==> config.mk <==
export PLATFORM = sky130hd
export DESIGN_NAME = mem_stage_flat
export DESIGN_NICKNAME = d
export VERILOG_FILES = /design/src/rtl/mem_stage_if.sv /design/src/rtl/mem_stage.sv /design/src/flat_wrapper.sv
export SDC_FILE = /design/constraint.sdc
export NUM_CORES = 1
export LEC_CHECK = 0
export CORE_MARGIN = 5
export CORE_UTILIZATION = 42
export DETAILED_ROUTE_END_ITERATION = 12
export HOLD_SLACK_MARGIN = 0.02
export PLACE_DENSITY = 0.89
export SYNTH_ARGS = -nofsm -noshare
export SYNTH_HDL_FRONTEND = slang
export SYNTH_SLANG_ARGS = --single-unit
==> constraint.sdc <==
create_clock -name clk -period 3.8 [get_ports clk]
set_input_delay 0.95 -clock clk [delete_from_list [all_inputs] [get_ports clk]]
set_output_delay 0.95 -clock clk [all_outputs]
set_load 0.03 [all_outputs]
==> src/rtl/mem_stage_if.sv <==
// Data-memory request/done bus between the memory stage and data memory.
//
// Handshake: the master raises mem_req together with mem_wr, mem_addr and
// mem_wdata and holds all four stable until the slave returns a single-cycle
// mem_done pulse. mem_rdata is valid only in the mem_done cycle. The master
// drops mem_req on the edge that samples mem_done. A mem_done seen while
// mem_req is low has no effect.
interface mem_stage_if;
    logic        mem_req;
    logic        mem_wr;
    logic [15:0] mem_addr;
    logic [15:0] mem_wdata;
    logic [15:0] mem_rdata;
    logic        mem_done;

    modport master (
        output mem_req,
        output mem_wr,
        output mem_addr,
        output mem_wdata,
        input  mem_rdata,
        input  mem_done
    );

    modport slave (
        input  mem_req,
        input  mem_wr,
        input  mem_addr,
        input  mem_wdata,
        output mem_rdata,
        output mem_done
    );
endinterface

==> src/rtl/mem_stage.sv <==
// Memory stage of the 16-bit five-stage pipeline: multi-cycle load/store
// over a request/done bus, pipeline stall while an access is outstanding,
// branch/jump redirect, and sticky halt / error tracking.
module mem_stage #(
    parameter int unsigned TIMEOUT     = 16,   // 2..255 BUSY cycles before abort
    parameter bit          ALIGN_CHECK = 1'b1  // odd word address raises err
) (
    input  logic        clk,
    input  logic        rst,
    input  logic        valid,
    input  logic [15:0] alu_in,
    input  logic [15:0] write_data,
    input  logic        mem_read,
    input  logic        mem_wrt,
    input  logic        halt_in,
    input  logic        branch_take,
    input  logic        pc_or_add,
    input  logic        alu_jmp,
    input  logic [15:0] sgn_ext,
    input  logic [15:0] pc2,
    mem_stage_if.master mem,
    output logic [15:0] read_data,
    output logic        stall,
    output logic        pc_redirect,
    output logic [15:0] new_pc,
    output logic        err,
    output logic        halt_out,
    output logic [1:0]  dbg_state
);

    localparam logic [1:0] IDLE = 2'd0;
    localparam logic [1:0] BUSY = 2'd1;
    localparam logic [1:0] DONE = 2'd2;

    // Last counter value before the access is abandoned.
    localparam logic [7:0] TMO_LAST = 8'(TIMEOUT - 1);

    logic [1:0]  state;
    logic [7:0]  cnt;
    logic        access;
    logic        unaligned;
    logic [15:0] pc_target;

    // An error freezes the memory side: no further accesses until reset.
    assign access    = valid & (mem_read | mem_wrt) & ~err;
    assign unaligned = ALIGN_CHECK & alu_in[0];
    assign dbg_state = state;

    // Stall upstream while a request is about to be issued or is outstanding;
    // DONE releases the pipeline so the same instruction moves on.
    always_comb begin
        stall = 1'b0;
        case (state)
            IDLE:    stall = access & ~unaligned;
            BUSY:    stall = 1'b1;
            DONE:    stall = 1'b0;
            default: stall = 1'b0;
        endcase
    end

    // Redirect target: register jump, PC-relative jump/branch, or fall-through.
    always_comb begin
        pc_target = pc2 + sgn_ext;
        if (alu_jmp)
            new_pc = alu_in;
        else if (branch_take | pc_or_add)
            new_pc = pc_target;
        else
            new_pc = pc2;
        pc_redirect = valid & ~stall & (alu_jmp | branch_take | pc_or_add);
    end

    // Access FSM, request bus registers, load capture and sticky error/halt.
    always_ff @(posedge clk) begin
        if (rst) begin
            state         <= IDLE;
            cnt           <= 8'd0;
            mem.mem_req   <= 1'b0;
            mem.mem_wr    <= 1'b0;
            mem.mem_addr  <= 16'h0000;
            mem.mem_wdata <= 16'h0000;
            read_data     <= 16'h0000;
            err           <= 1'b0;
            halt_out      <= 1'b0;
        end else begin
            case (state)
                IDLE: begin
                    if (access) begin
                        if (unaligned) begin
                            err      <= 1'b1;
                            halt_out <= 1'b1;
                        end else begin
                            mem.mem_addr  <= alu_in;
                            mem.mem_wdata <= write_data;
                            mem.mem_wr    <= mem_wrt;
                            mem.mem_req   <= 1'b1;
                            cnt           <= 8'd0;
                            state         <= BUSY;
                        end
                    end
                end
                BUSY: begin
                    // Completion beats a timeout landing in the same cycle.
                    if (mem.mem_done) begin
                        if (!mem.mem_wr)
                            read_data <= mem.mem_rdata;
                        mem.mem_req <= 1'b0;
                        cnt         <= 8'd0;
                        state       <= DONE;
                    end else if (cnt == TMO_LAST) begin
                        err         <= 1'b1;
                        halt_out    <= 1'b1;
                        read_data   <= 16'h0000;
                        mem.mem_req <= 1'b0;
                        cnt         <= 8'd0;
                        state       <= DONE;
                    end else begin
                        cnt <= cnt + 8'd1;
                    end
                end
                DONE: begin
                    // Never issue from here: the instruction in EX/MEM is
                    // still the one that just completed.
                    state <= IDLE;
                end
                default: state <= IDLE;
            endcase

            if (valid & halt_in & ~stall)
                halt_out <= 1'b1;
        end
    end

endmodule

==> src/flat_wrapper.sv <==
// flat-port wrapper written by rule: the top's interface ports become plain ports
module mem_stage_flat 
#(
    parameter int unsigned TIMEOUT     = 16,                                     
    parameter bit          ALIGN_CHECK = 1'b1                                
)
  (clk, rst, valid, alu_in, write_data, mem_read, mem_wrt, halt_in, branch_take, pc_or_add, alu_jmp, sgn_ext, pc2, read_data, stall, pc_redirect, new_pc, err, halt_out, dbg_state, mem_mem_req, mem_mem_wr, mem_mem_addr, mem_mem_wdata, mem_mem_rdata, mem_mem_done);
  mem_stage_if mem_i ();
  input  logic clk;
  input  logic rst;
  input  logic valid;
  input  logic [15:0] alu_in;
  input  logic [15:0] write_data;
  input  logic mem_read;
  input  logic mem_wrt;
  input  logic halt_in;
  input  logic branch_take;
  input  logic pc_or_add;
  input  logic alu_jmp;
  input  logic [15:0] sgn_ext;
  input  logic [15:0] pc2;
  output logic [15:0] read_data;
  output logic stall;
  output logic pc_redirect;
  output logic [15:0] new_pc;
  output logic err;
  output logic halt_out;
  output logic [1:0] dbg_state;
  output wire logic [$bits(mem_i.mem_req)-1:0] mem_mem_req;
  output wire logic [$bits(mem_i.mem_wr)-1:0] mem_mem_wr;
  output wire logic [$bits(mem_i.mem_addr)-1:0] mem_mem_addr;
  output wire logic [$bits(mem_i.mem_wdata)-1:0] mem_mem_wdata;
  input wire logic [$bits(mem_i.mem_rdata)-1:0] mem_mem_rdata;
  input wire logic [$bits(mem_i.mem_done)-1:0] mem_mem_done;
  assign mem_mem_req = mem_i.mem_req;
  assign mem_mem_wr = mem_i.mem_wr;
  assign mem_mem_addr = mem_i.mem_addr;
  assign mem_mem_wdata = mem_i.mem_wdata;
  assign mem_i.mem_rdata = mem_mem_rdata;
  assign mem_i.mem_done = mem_mem_done;
  mem_stage #(.TIMEOUT(TIMEOUT), .ALIGN_CHECK(ALIGN_CHECK)) u_core (.clk(clk), .rst(rst), .valid(valid), .alu_in(alu_in), .write_data(write_data), .mem_read(mem_read), .mem_wrt(mem_wrt), .halt_in(halt_in), .branch_take(branch_take), .pc_or_add(pc_or_add), .alu_jmp(alu_jmp), .sgn_ext(sgn_ext), .pc2(pc2), .mem(mem_i), .read_data(read_data), .stall(stall), .pc_redirect(pc_redirect), .new_pc(new_pc), .err(err), .halt_out(halt_out), .dbg_state(dbg_state));
endmodule
; Word level (Yosys, flattened, before mapping)
; Index checks and enable logic that the tools add are counted.
[op_classes]
add_sub_neg = 2
multipliers = 0
div = 0
magnitude_cmp = 0
eq_ne = 13
n_shift = 0
n_mux = 27
bitwise_logic = 14
reduce_logical = 11
[op_table]
columns = op, count
row1 = $mux W16, 5
row2 = $mux W8, 4
row3 = $add A16 B16 Y16, 1
row4 = $pmux W8 S2, 1
row5 = $reduce_and A3 Y1, 4
row6 = $reduce_and A5 Y1, 2
row7 = $mux W1, 9
row8 = $ne A3 B2 Y1 const B, 3
row9 = $add A8 B1 Y8 const B, 1
row10 = $eq A8 B4 Y1 const B, 1
row11 = $mux W2, 4
row12 = $ne A2 B2 Y1 const B, 4
row13 = $and A1 B1 Y1, 7
row14 = $ne A3 B1 Y1 const B, 2
row15 = $pmux W1 S2, 3
row16 = $ne A2 B1 Y1 const B, 2
row17 = $or A1 B1 Y1, 4
row18 = $pmux W2 S2, 1
row19 = $reduce_and A4 Y1, 1
row20 = $reduce_bool A2 Y1, 2
row21 = $not A1 Y1, 3
row22 = $reduce_bool A3 Y1, 1
row23 = $eq A2 B1 Y1 const B, 1
row24 = $logic_not A2 Y1, 1
[word_totals]
regBits = 61
latch_bits = 0
ram_bits = 0
rom_bits = 0
inputBits = 90
output_inout_bits = 72
elab_cells = 76
memories = 0

; Logic depth before layout (Yosys ltp)
[depth]
ltp_word = 9
depth_mapped = 9
ltp_nobuf = 9

; Least setup slack after synthesis
; No wires, ideal clock.
[synth_timing]
path_kind = input to output
start = input sgn_ext[0]
end = output new_pc[8]
t_arrival_ps = 2912
required_ps = 2850
path_slack_ps = -62
path_stages = 9
n_path_buf = 0
cell_sequence = ha_1 inv_1 fa_1 nor2b_4 o31a_4 o22ai_4 xnor2_1 mux2i_1 o21ai_0
[synth_via]
elab_chain_len = 3
[synth_rtl]
columns = item, line_no
row1 = "start, declared", flat_wrapper.sv:20  ; input logic [15:0] sgn_ext;
row2 = $add A16 B16 Y16, mem_stage.sv:63  ; pc_target = pc2 + sgn_ext;
row3 = $mux W16, mem_stage.sv:66  ; else if (branch_take | pc_or_add)
row4 = $mux W16, mem_stage.sv:64  ; if (alu_jmp)
row5 = "end, declared", flat_wrapper.sv:25  ; output logic [15:0] new_pc;
; Every way passes these cells.

; Worst setup path after layout
[layout_timing]
start = input sgn_ext[5]
end = output new_pc[13]
; Same word-level chain as after synthesis.

==> metrics.md <==
| Metric | Value |
|---|---|
| Die area | `0.01015 sq mm` |
| VDD IR max | `0.1927 mV` |
| Die Ht | `100.7 um` |
| Setup Viol. Count Final | `1` |
| Pleak | `0.002300 uW` |
| Critical path launch point type | `input port` |
| CTS Hold Bufs | `0` |
| Core area | `0.008134 sq mm` |
| Warnings, synthesis | `0` |
| Violated checks | `negative setup slack` |
| Post-synth ARST share | `0%` |
| Post-synthesis register bit count | `61` |
| CP Class | `in2out` |
| Fin area | `0.005956 sq mm` |
| Post-synth EDFFs | `0` |
| Cell Area, Synth | `0.003458 sq mm` |
| Top_reg_cell synth | `dfxtp_1` |
| Worst path slowest cell | `a211o_1` |
| Synth Instances | `445` |
| Area leader, netlist | `dfxtp_1` |
| Routed Antenna Nets | `0` |
| DRT Pass-1 Iters | `4` |
| Placed Area | `0.005439 sq mm` |
| Clock Sinks | `61` |
| CP most frequent cell | `buf_6` |
| H-tree depth | `3` |
| Root Buffer | `clkbuf_8` |
| Post-route DRC | `0` |
| CP Capture Type | `output port` |
| Final Max Tran Viols | `0` |
| PortBufs | `160` |
| Least-Margin Pin Slew | `1.226 ns` |
| Min Tclk post-route | `3.802 ns` |
| PwrDens | `320.4 mW/mm^2` |
| Worst skew pair latency | `0.34 ns` |
| Hold Path Class | `reg2reg` |
| Final period utilization | `100.0%` |
| Global-route wire length before repair | `20.44 mm` |
| DRT iter0 DRCs | `178` |
| Metal-1 WL | `5.144 mm` |
| Pin count of the biggest net entering global routing | `57` |
| Remaining global-route overflow | `0` |
| Rel. slew slack | `18.25%` |
| Worst Path Required | `2.85 ns` |
| Unique cell type count in the Yosys netlist | `55` |
| Post-route setup slack | `-0.001688 ns` |
| Top Layer Used | `met4` |
| Final Hold Vio Count | `0` |
| Bufs and invs on worst path | `4` |
| Maximum capacitance violations | `0` |
| Metal2 WL | `6.246 mm` |
| FF-to-FF setup slack | `1.53 ns` |
| Vias in the first global route | `4,288` |
| Drt total wl | `12.95 mm` |
| Crit path max fanout | `3` |
| CTS clk-pin slew, worst paths | `0.08 ns` |
| Worst path cell trace | `clkdlybuf4s15_1, ha_4, buf_6, nor3_2, nor2_1, o21ai_2, buf_4, a211o_1, a2111oi_4, nor3b_2, buf_6` |
| Post-synth top area share | `35.31%` |
| Syn nets | `552` |
| Placer Congestion | `0.8666` |
| Status | `finished with violations` |
| Antenna violations before repair | `0` |
| Dominant cells by area after synthesis | `dfxtp_1, nand2_1, a21oi_1, ha_1, nand4_1` |
| Met3 WL | `1.100 mm` |
| Part of the Yosys area used for sequential elements | `35.31%` |
| CTS tree | `done` |
| Synth Area per Inst | `7.771 sq um` |
| CP top delay family | `compound AO/OA/AOI/OAI gates` |
| HPWL Detailed | `9.205 mm` |
| Vias/cell | `5.635` |
| F_max | `0.2630 GHz` |
| RSZ-0062 raised after global routing | `yes` |
| Io pins | `162` |
| Skew final | `0.01134 ns` |
| Initial Util | `42.52%` |
| # nets final | `754` |
| Max Root-Sink Buffers | `2` |
| Synth top cells by count | `nand2_1, a21oi_1, dfxtp_1` |
| Area growth syn-to-layout | `72.21%` |
| Vias | `4,266` |
| Most frequent cell after synthesis | `nand2_1` |
| Critical path's largest stage delay | `0.34 ns` |
| Die Wd | `100.7 um` |
| Row count | `33` |
| Antenna cell count | `0` |
| Core Util, Final | `73.22%` |
| CTS buffer count | `9` |
| Drt wl/cell | `17.10 um` |
| Share of layout cells above drive strength 1 | `25.15%` |
| Tot GR Track Use | `24.84%` |
| Data arrival time of the worst path | `2.85 ns` |
[final timing paths]
path,cells after the start,startpoint,to
setup / recovery,11,sgn_ext[5],new_pc[13]
setup reg to reg,7,u_core.cnt[0],u_core.read_data[4]
hold / removal,2,u_core.halt_out,u_core.halt_out
hold reg to reg,2,u_core.halt_out,u_core.halt_out
[worst register-to-register path: stages, from the launching register on]
cell,delay (ns)
dfxtp_1,0.39
ha_1,0.22
and3_1,0.21
nand2_1,0.13
mux2i_4,0.45
nand2_1,0.44
nand2_1,0.20
a21oi_1,0.08
[layout make-up]
type,count,area (sq um)
clock buffers,10,137.6
inverters,13,48.80
fillers,586,2178
clock inverters,6,45.04
flip-flops and latches,61,1221
multi-input cells,343,2376
repair buffers,219,1996
well taps,105,131.4
[flip-flops by register name, indices dropped and copies added, names as in the netlist]
signal,cells
u_core.mem.mem_wr,1
u_core.cnt,8
u_core.mem.mem_addr,15
u_core.mem.mem_wdata,16
u_core.halt_out,1
u_core.mem.mem_req,1
u_core.err,1
u_core.read_data,16
u_core.dbg_state,2
[cells by family (layout without fill, tap and decap cells)]
logic type / count (synthesis) / after routing / synth area share (%)
XOR/XNOR: 14 / 14 / 3.546
AO/OA/AOI/OAI: 124 / 124 / 22.94
AND/OR/NAND/NOR: 178 / 178 / 23.95
other: 1 / 1 / 0.1084
buffers and inverters: 41 / 248 / 4.667
adder cells (fa/ha/maj): 17 / 17 / 6.368
flip-flops: 61 / 61 / 35.31
multiplexers: 9 / 9 / 3.111
[report_power, final]
part	switching [uW]	leakage (uW)	internal [uW]
sequential	14.7	0.000495	662
combinational	359	0.00171	337
clock	275	0.0000974	260
[through the flow]
stage          setup slack [ns]  hold slack [ns]  instances  power [uW]  setup TNS [ns]
2_1_floorplan           0.03979           0.4792        445        1010               0
3_3_place_gp            -0.8333           0.4370        732        1298          -5.364
3_5_place_dp            -0.8269           0.4471        732        1306          -5.748
4_1_cts                -0.01974           0.4566        756        1882        -0.01974
5_1_grt                -0.07358           0.4823        757        2000         -0.1361
6_report              -0.001688           0.4510        757        1908       -0.001688
[placed cells by master (no fill, tap or decap), types with 3 or more instances in the layout]
master	instances
clkdlybuf4s50_1	111
nand2_1	101
a21oi_1	65
dfxtp_1	61
buf_4	60
nand4_1	20
nor2_1	17
buf_6	16
ha_4	14
buf_2	12
clkbuf_8	10
dlygate4sd2_1	10
inv_1	9
o21ai_0	7
xor2_1	7
o211ai_1	6
xnor2_1	6
a21o_1	5
a21oi_2	5
o21ai_2	5
nand3_1	5
o21a_1	4
mux2i_1	4
nor3_1	4
nor3b_1	4
mux2_2	4
inv_2	3
o21bai_1	3
a221o_1	3
nor4_1	3
inv_6	3
clkbuf_2	3
[metal layers]
layer | up-vias | track usage (%)
met1 | 2021 | 28.89
met5 | - | 0
met2 | 216 | 42.33
li1 | 1978 | -
met4 | 0 | 9.637
met3 | 51 | 7.820
[repair_timing]
| action | 4_1_cts | 5_1_grt |
|---|---|---|
| gates resized for setup | 134 | 43 |
| endpoints found under the setup margin | 15 | 10 |
| buffers inserted | 10 | 2 |
| pin swaps | 30 | 27 |
Note: power is estimated with default switching activity, not from simulation.
